**src/rtl/bcd_counter_n_if.sv**
```systemverilog
// Control/data bundle for the N-digit BCD counter.
// The master drives the controls and load value; the slave returns the count and status.
interface bcd_counter_n_if #(
  parameter int unsigned DIGITS = 3
);
  logic                  clr;
  logic                  load;
  logic [4*DIGITS-1:0]   din;
  logic                  en;
  logic                  up;
  logic                  sat;
  logic [4*DIGITS-1:0]   q;
  logic                  ovf;
  logic                  unf;
  logic                  lderr;
  logic                  zero;
  logic                  max;

  modport master (
    output clr, load, din, en, up, sat,
    input  q, ovf, unf, lderr, zero, max
  );

  modport slave (
    input  clr, load, din, en, up, sat,
    output q, ovf, unf, lderr, zero, max
  );
endinterface

```
**src/rtl/bcd_counter_n.sv**
```systemverilog
// N-digit packed-BCD up/down counter with validated parallel load,
// wrap/saturate boundary handling and one-cycle overflow/underflow/load-error pulses.
module bcd_counter_n #(
  parameter int unsigned DIGITS = 3
) (
  input  logic            clk,
  input  logic            reset,
  bcd_counter_n_if.slave  bus
);
  localparam int unsigned W = 4 * DIGITS;
  localparam logic [W-1:0] ALL_NINES = {DIGITS{4'd9}};

  logic [W-1:0]      q_q, q_d;
  logic              ovf_q, ovf_d;
  logic              unf_q, unf_d;
  logic              lderr_q, lderr_d;

  logic [W-1:0]      inc_w, dec_w;
  logic [DIGITS:0]   carry, borrow;
  logic [DIGITS-1:0] dig_nine, dig_zero, din_ok;
  logic              at_max, at_zero, din_valid;

  // Each digit owns its own carry/borrow; the chain end doubles as the all-nines / all-zeros detect.
  assign carry[0]  = 1'b1;
  assign borrow[0] = 1'b1;

  for (genvar i = 0; i < DIGITS; i++) begin : g_digit
    logic [3:0] d;
    logic [3:0] ld;

    assign d  = q_q[4*i +: 4];
    assign ld = bus.din[4*i +: 4];

    assign dig_nine[i] = (d == 4'd9);
    assign dig_zero[i] = (d == 4'd0);
    assign din_ok[i]   = (ld <= 4'd9);

    assign carry[i+1]  = carry[i]  & dig_nine[i];
    assign borrow[i+1] = borrow[i] & dig_zero[i];

    assign inc_w[4*i +: 4] = !carry[i]  ? d : (dig_nine[i] ? 4'd0 : d + 4'd1);
    assign dec_w[4*i +: 4] = !borrow[i] ? d : (dig_zero[i] ? 4'd9 : d - 4'd1);
  end

  assign at_max    = carry[DIGITS];
  assign at_zero   = borrow[DIGITS];
  assign din_valid = &din_ok;

  always_comb begin
    q_d     = q_q;
    ovf_d   = 1'b0;
    unf_d   = 1'b0;
    lderr_d = 1'b0;

    if (bus.clr) begin
      q_d = '0;
    end else if (bus.load) begin
      if (din_valid) begin
        q_d = bus.din;
      end else begin
        lderr_d = 1'b1;
      end
    end else if (bus.en) begin
      if (bus.up) begin
        if (at_max) begin
          ovf_d = 1'b1;
          q_d   = bus.sat ? ALL_NINES : '0;
        end else begin
          q_d = inc_w;
        end
      end else begin
        if (at_zero) begin
          unf_d = 1'b1;
          q_d   = bus.sat ? '0 : ALL_NINES;
        end else begin
          q_d = dec_w;
        end
      end
    end
  end

  always_ff @(posedge clk) begin
    if (reset) begin
      q_q     <= '0;
      ovf_q   <= 1'b0;
      unf_q   <= 1'b0;
      lderr_q <= 1'b0;
    end else begin
      q_q     <= q_d;
      ovf_q   <= ovf_d;
      unf_q   <= unf_d;
      lderr_q <= lderr_d;
    end
  end

  assign bus.q     = q_q;
  assign bus.ovf   = ovf_q;
  assign bus.unf   = unf_q;
  assign bus.lderr = lderr_q;
  assign bus.zero  = at_zero;
  assign bus.max   = at_max;
endmodule

```
**src/flat_wrapper.sv**
```systemverilog
// flat-port wrapper written by rule: the top's interface ports become plain ports
module bcd_counter_n_flat 
#(
  parameter int unsigned DIGITS = 3
)
  (clk, reset, bus_clr, bus_load, bus_din, bus_en, bus_up, bus_sat, bus_q, bus_ovf, bus_unf, bus_lderr, bus_zero, bus_max);
  bcd_counter_n_if #(.DIGITS(DIGITS)) bus_i ();
  input  logic clk;
  input  logic reset;
  input wire logic [$bits(bus_i.clr)-1:0] bus_clr;
  input wire logic [$bits(bus_i.load)-1:0] bus_load;
  input wire logic [$bits(bus_i.din)-1:0] bus_din;
  input wire logic [$bits(bus_i.en)-1:0] bus_en;
  input wire logic [$bits(bus_i.up)-1:0] bus_up;
  input wire logic [$bits(bus_i.sat)-1:0] bus_sat;
  output wire logic [$bits(bus_i.q)-1:0] bus_q;
  output wire logic [$bits(bus_i.ovf)-1:0] bus_ovf;
  output wire logic [$bits(bus_i.unf)-1:0] bus_unf;
  output wire logic [$bits(bus_i.lderr)-1:0] bus_lderr;
  output wire logic [$bits(bus_i.zero)-1:0] bus_zero;
  output wire logic [$bits(bus_i.max)-1:0] bus_max;
  assign bus_i.clr = bus_clr;
  assign bus_i.load = bus_load;
  assign bus_i.din = bus_din;
  assign bus_i.en = bus_en;
  assign bus_i.up = bus_up;
  assign bus_i.sat = bus_sat;
  assign bus_q = bus_i.q;
  assign bus_ovf = bus_i.ovf;
  assign bus_unf = bus_i.unf;
  assign bus_lderr = bus_i.lderr;
  assign bus_zero = bus_i.zero;
  assign bus_max = bus_i.max;
  bcd_counter_n #(.DIGITS(DIGITS)) u_core (.clk(clk), .reset(reset), .bus(bus_i));
endmodule
```
**config.mk**
```make
export PLATFORM = sky130hd
export DESIGN_NAME = bcd_counter_n_flat
export DESIGN_NICKNAME = d
export VERILOG_FILES = /design/src/rtl/bcd_counter_n_if.sv /design/src/rtl/bcd_counter_n.sv /design/src/flat_wrapper.sv
export SDC_FILE = /design/constraint.sdc
export NUM_CORES = 1
export LEC_CHECK = 0
export CAP_MARGIN = 10
export CORE_MARGIN = 2
export CORE_UTILIZATION = 45
export DETAILED_ROUTE_END_ITERATION = 12
export HOLD_SLACK_MARGIN = 0.05
export MAX_ROUTING_LAYER = met4
export PLACE_DENSITY = 0.86
export SYNTH_ARGS = -nofsm -noshare
export SYNTH_HDL_FRONTEND = slang
export SYNTH_SLANG_ARGS = --single-unit
```
**constraint.sdc**
```tcl
create_clock -name clk -period 1.65 [get_ports clk]
set_input_delay 0.2475 -clock clk [delete_from_list [all_inputs] [get_ports clk]]
set_output_delay 0.2475 -clock clk [all_outputs]
set_load 0.02 [all_outputs]
```
Yosys cells after proc, flatten, opt, wreduce, memory -nomap -nowiden --
Index checks and enable logic that the tools add are counted.
Storage, ports and cells: word-level logic and storage cells 63, register bits 15, output and inout port bits 17
Operators by class: equal/unequal tests 6, bitwise gates (word level) 7, $add $sub $neg 6, mux-type cells 21, reductions and logical operators 14, order comparisons 3
Operators with widths (count):
- 12-bit two-way mux | 8
- 4-bit two-way mux | 10
- 4-bit by 1-bit adder with 4-bit output, second input constant | 3
- 4-bit == test, second input constant | 3
- 4-bit less-or-equal comparator, second input constant | 3
- 4-bit zero test | 3
- 4-bit by 1-bit subtractor with 4-bit output, second input constant | 3
- 5-bit OR reduction | 2
- 4-bit by 2-bit inequality test with 1-bit output, second input constant | 2
- 4-bit AND reduction | 2
- 4-bit nonzero test | 2
- 1-bit bitwise AND | 4
- 1-bit two-way mux | 3
- 1-bit NOT | 3
- 3-bit AND reduction | 1
- 3-bit OR reduction | 1
- 2-bit by 1-bit inequality test with 1-bit output, second input constant | 1
- 2-bit AND reduction | 1
- 2-bit nonzero test | 1
- 2-bit OR reduction | 1

Logic depth before layout (Yosys ltp) --
word-level depth 7, mapped depth 7, mapped depth without buffers 7

Least setup slack after synthesis --
OpenSTA, ideal clock, no wires.
kind reg2reg, start point reg u_core.q_q[0] (netlist: u_core.bus.q[0]), end point reg u_core.q_q[4] (netlist: u_core.bus.q[4]), arrival 1824 ps, required time 1580 ps, cell stages (with the launch flop) 7, slack -244 ps, buffers on the path 0, path through dfxtp_1 > ha_1 > nand3b_4 > nor3_2 > nand3_1 > and3_1 > a21oi_1
Between the ends: longest elaborated chain between the ends 7, elaborated cells on any way between the ends 14
Ends and longest elaborated chain:
- start: declaration | line bcd_counter_n.sv:13 | logic [W-1:0] q_q, q_d;
- start signal: assignment | line bcd_counter_n.sv:89 | q_q <= q_d;
- 4-bit == test * | line bcd_counter_n.sv:34 | assign dig_nine[i] = (d == 4'd9);
- 1-bit bitwise AND * (2 in series) | line bcd_counter_n.sv:38 | assign carry[i+1] = carry[i] & dig_nine[i];
- via bus_max | line flat_wrapper.sv:21 | output wire logic [$bits(bus_i.max)-1:0] bus_max;
- 12-bit two-way mux | line bcd_counter_n.sv:65 | if (at_max) begin
- 12-bit two-way mux | line bcd_counter_n.sv:64 | if (bus.up) begin
- 12-bit two-way mux | line bcd_counter_n.sv:63 | end else if (bus.en) begin
- 12-bit two-way mux | line bcd_counter_n.sv:57 | end else if (bus.load) begin
Mark *: on every way through the listed nets, which the timed path passes. The rest lies on a longest branch. The select of a mux whose other input is x is not followed. A chain may end at the register's enable or synchronous reset.

Worst setup path in the final report --
start point reg u_core.q_q[9] (netlist: u_core.bus.q[9]), end point out bus_max
Between the ends: longest elaborated chain between the ends 2
Ends and longest elaborated chain (line):
- 4-bit == test | bcd_counter_n.sv:34
- 1-bit bitwise AND | bcd_counter_n.sv:38
- end: declaration | flat_wrapper.sv:21
No other way between the ends.

==> metrics.csv <==
stage,metric,value,unit
floorplan,die-area,3850,sq um
yosys,yosys_warnings,0,
power,p_int,0.0007833,W
power,seq_power_share,31.4,%
clock_tree,cts-htree-levels,1,
drt,vias,1967,
timing,rsz0062_at_grt,true,
cells_and_area,fin_area,2664,sq um
clock_tree,cts.sinks,15,
power,switchingPower,0.0004600,W
yosys,synth-edff-count,0,
drt,viasPerCell,5.979,
timing,final-setup-viol-count,10,
worst_setup_path,worstPathMaxFanout,3,
global_routing,antenna_found_initial,0,
timing,fin_setup_tns,-0.7407,ns
cells_and_area,finish.net_count,315,
outcome,status,"complete, but fails checks",
min_path,hold_class,in2reg,
timing,worst_pin_slew,0.3276,ns
timing,setup_slack,-0.1554,ns
timing,finalCritPeriodShare,109.4,%
worst_setup_path,slowest_delay,0.35,ns
floorplan,start_util,46.17,%
worst_setup_path,cp_slowest_cell,dfxtp_2,
yosys,synthFlopType,dfxtp_1,
floorplan,die_y,62.05,microns
cells_and_area,nFillCells,207,
floorplan,coreArea,3284,sq um
timing,max_clock_freq,0.5539,GHz
yosys,ys_seq_elements,15,
yosys,syn_nets,216,
yosys,ys_seq_area_share,19.80,%
placed_design,dpl_worst_slack,-0.3130,ns
clock_tree,cts_made_buffers,3,
yosys,synthDistinctLibCells,61,
clock_tree,cts_tree,done,
drt,drc,0,
timing,maxSlewViolCount,0,
timing,fin_skew,0.006486,ns
worst_setup_path,start_kind,flip-flop,
yosys,syn_area,1516,sq um
worst_setup_path,arrival,1.56,ns
timing,slew_headroom,78.16,%
placed_design,routabilityCongestion,0.9978,
clock_tree,cts_buffer_depth,2,
drt,drt_iter0_drc,175,
drt,dr.pass1.iters,5,
global_routing,grt_max_degree,14,
clock_tree,path_clk_slew,0.11,ns
timing,period_needed,1.805,ns
clock_tree,clock_latency,0.32,ns
power,p_leak,1.209,nW
cells_and_area,diodes,0,
outcome,violations,negative setup slack,
clock_tree,cts-root-buf,clkbuf_4,
yosys,synthCells,185,
worst_setup_path,cp.required,1.40,ns
global_routing,grt_pass1_vias,1833,
floorplan,fp.dieW,62.05,microns
placed_design,dp_hpwl,3968,microns
yosys,yosys.area.top_type,dfxtp_1,
drt,ant_nets,0,
global_routing,grt_pass1_wl,8562,microns
worst_setup_path,crit_type,reg2out,
cells_and_area,syn_to_final_growth,75.66,%
power,clkPwrFrac,19.7,%
timing,hold_violations,0,
yosys,ys_async_sr_fraction,0,%
clock_tree,ctsHoldBuffers,0,
drt,wire_per_inst,17.92,microns
yosys,avgSynthCellArea,8.197,sq um
drt,wirelength,5897,microns
yosys,synth_top_cell_area_share,19.80,%
global_routing,grt.overflow.total,0,
floorplan,rows,21,
floorplan,io_pins,36,
power,p_per_area,466.8,nW/um^2
cells_and_area,drive_gt1_share,45.23,%
power,netSwitchingFraction,37.00,%
global_routing,grt.total_usage,32.03,%
timing,hold-worst-slack,0.6353,ns
worst_setup_path,worstSetupEndpointType,output pin,
worst_setup_path,cp_cell_sequence,"inv_2, ha_4, nand3b_1, nor3_4, buf_6",
power,irDropWorstVdd,0.0003367,V
power,p_comb_share,48.9,%
run,max_cap_violations,0,
placed_design,io_buffers,35,
yosys,ys_top_cells_by_area,"dfxtp_1 (20%), ha_1 (9.9%), o21ai_0 (4.6%), a21oi_1 (4.0%), a31oi_1 (3.3%)",
placed_design,postPlaceCellArea,2384,sq um
power by group through the flow:
stage	Clock [W]	Combinational, W	Sequential, W
after detailed placement	0	0.000508	0.000395
after global routing	0.000268	0.000645	0.000392
after floorplan	0	0.000242	0.000413
after global placement	0	0.000493	0.000394
after CTS	0.000242	0.000545	0.000388
final	0.000245	0.000608	0.000390
logic make-up after synthesis:
| family | Yosys count | synth area share [%] |
|---|---|---|
| compound gates | 67 | 32.26 |
| simple gates | 63 | 26.73 |
| buf+inv | 24 | 8.993 |
| flops | 15 | 19.80 |
| fa+ha+maj | 12 | 9.901 |
| xor+xnor | 4 | 2.311 |
state kept, by name, indices dropped and copies added, names as in the netlist:
register          flops
u_core.bus.ovf        1
u_core.bus.unf        1
u_core.bus.q         12
u_core.bus.lderr      1
stage by stage:
step / std cells / utilization, % / total power [W]
final: 329 / 81.10 / 0.001243
after global routing: 329 / 81.10 / 0.001305
after CTS: 325 / 77.30 / 0.001175
after detailed placement: 316 / 72.57 / 0.0009026
after global placement: 316 / 72.57 / 0.0008866
after floorplan: 185 / - / 0.0006552
critical path, delay by kind of cell, from the launching register on:
kind	cells	cell delay [ns]
fa+ha+maj	1	0.14
flops	1	0.35
simple gates	2	0.49
buf+inv	2	0.26
cell usage after synthesis (2+ instances only):
library cell / instances
a211oi_1: 2
a21oi_1: 12
a31oi_1: 8
a32oi_1: 4
a41oi_1: 2
buf_2: 3
buf_6: 2
clkbuf_1: 2
clkbuf_8: 2
dfxtp_1: 15
ha_1: 12
inv_1: 12
nand2_1: 12
nand2b_1: 4
nand3_1: 5
nand3b_4: 2
nor2_1: 9
nor2b_1: 5
nor3_1: 4
nor3_2: 2
nor3b_1: 2
nor3b_2: 3
o211ai_1: 2
o21ai_0: 14
o21ai_1: 4
o311a_1: 2
o31ai_1: 2
or2_2: 2
xnor2_1: 2
xor2_1: 2
what timing repair did:
action | CTS | global route
buffers inserted | 6 | 4
endpoints found under the setup margin | 18 | 16
resized for setup | 44 | 20
pin swaps | 11 | 13
path summary, 6_finish.rpt:
path                                 startpoint                to  slack (ns)  depth (start not counted)
worst max-delay path            u_core.bus.q[9]           bus_max       -0.16                          5
worst min register to register  u_core.bus.q[1]   u_core.bus.q[1]        0.67                          3
worst min-delay path                 bus_din[2]   u_core.bus.q[2]        0.64                          5
worst max register to register  u_core.bus.q[4]  u_core.bus.q[11]       -0.15                          8
routing by layer:
layer	vias to the layer above	part of all wire (%)	track usage, %
met5	-	0	-
met4	0	5.2	18.54
met3	40	9.0	4.348
met2	140	47	50.15
met1	894	39	39.12
li1	893	-	-
cell usage in the layout, fill, tap and decap left out, drive strengths merged, types with 3 or more instances in the layout:
master and count:
nand2b 4, a21oi 13, nor3 6, inv 12, or2 4, a211oi 3
o21ai 18, nor3b 5, dlygate4sd2 8, nand3 5, clkdlybuf4s50 23, a31oi 8
nand3b 3, nand2 12, a41oi 3, clkbuf 3, buf 73, ha 12
a32oi 4, nor2b 5, dfxtp 15, nor2 9
cell type report:
| type | count | area [sq um] | share of cell area (%) |
|---|---|---|---|
| flip-flops and latches | 15 | 324.1 | 12.17 |
| repair buffers | 106 | 930.9 | 34.95 |
| clock buffers | 3 | 22.52 | 0.8455 |
| multi-input cells | 146 | 1269 | 47.63 |
| clock inverters | 1 | 5.005 | 0.1879 |
| inverters | 12 | 55.05 | 2.067 |
| well taps | 46 | 57.56 | 2.161 |
Note: power is estimated with default switching activity, not from simulation.
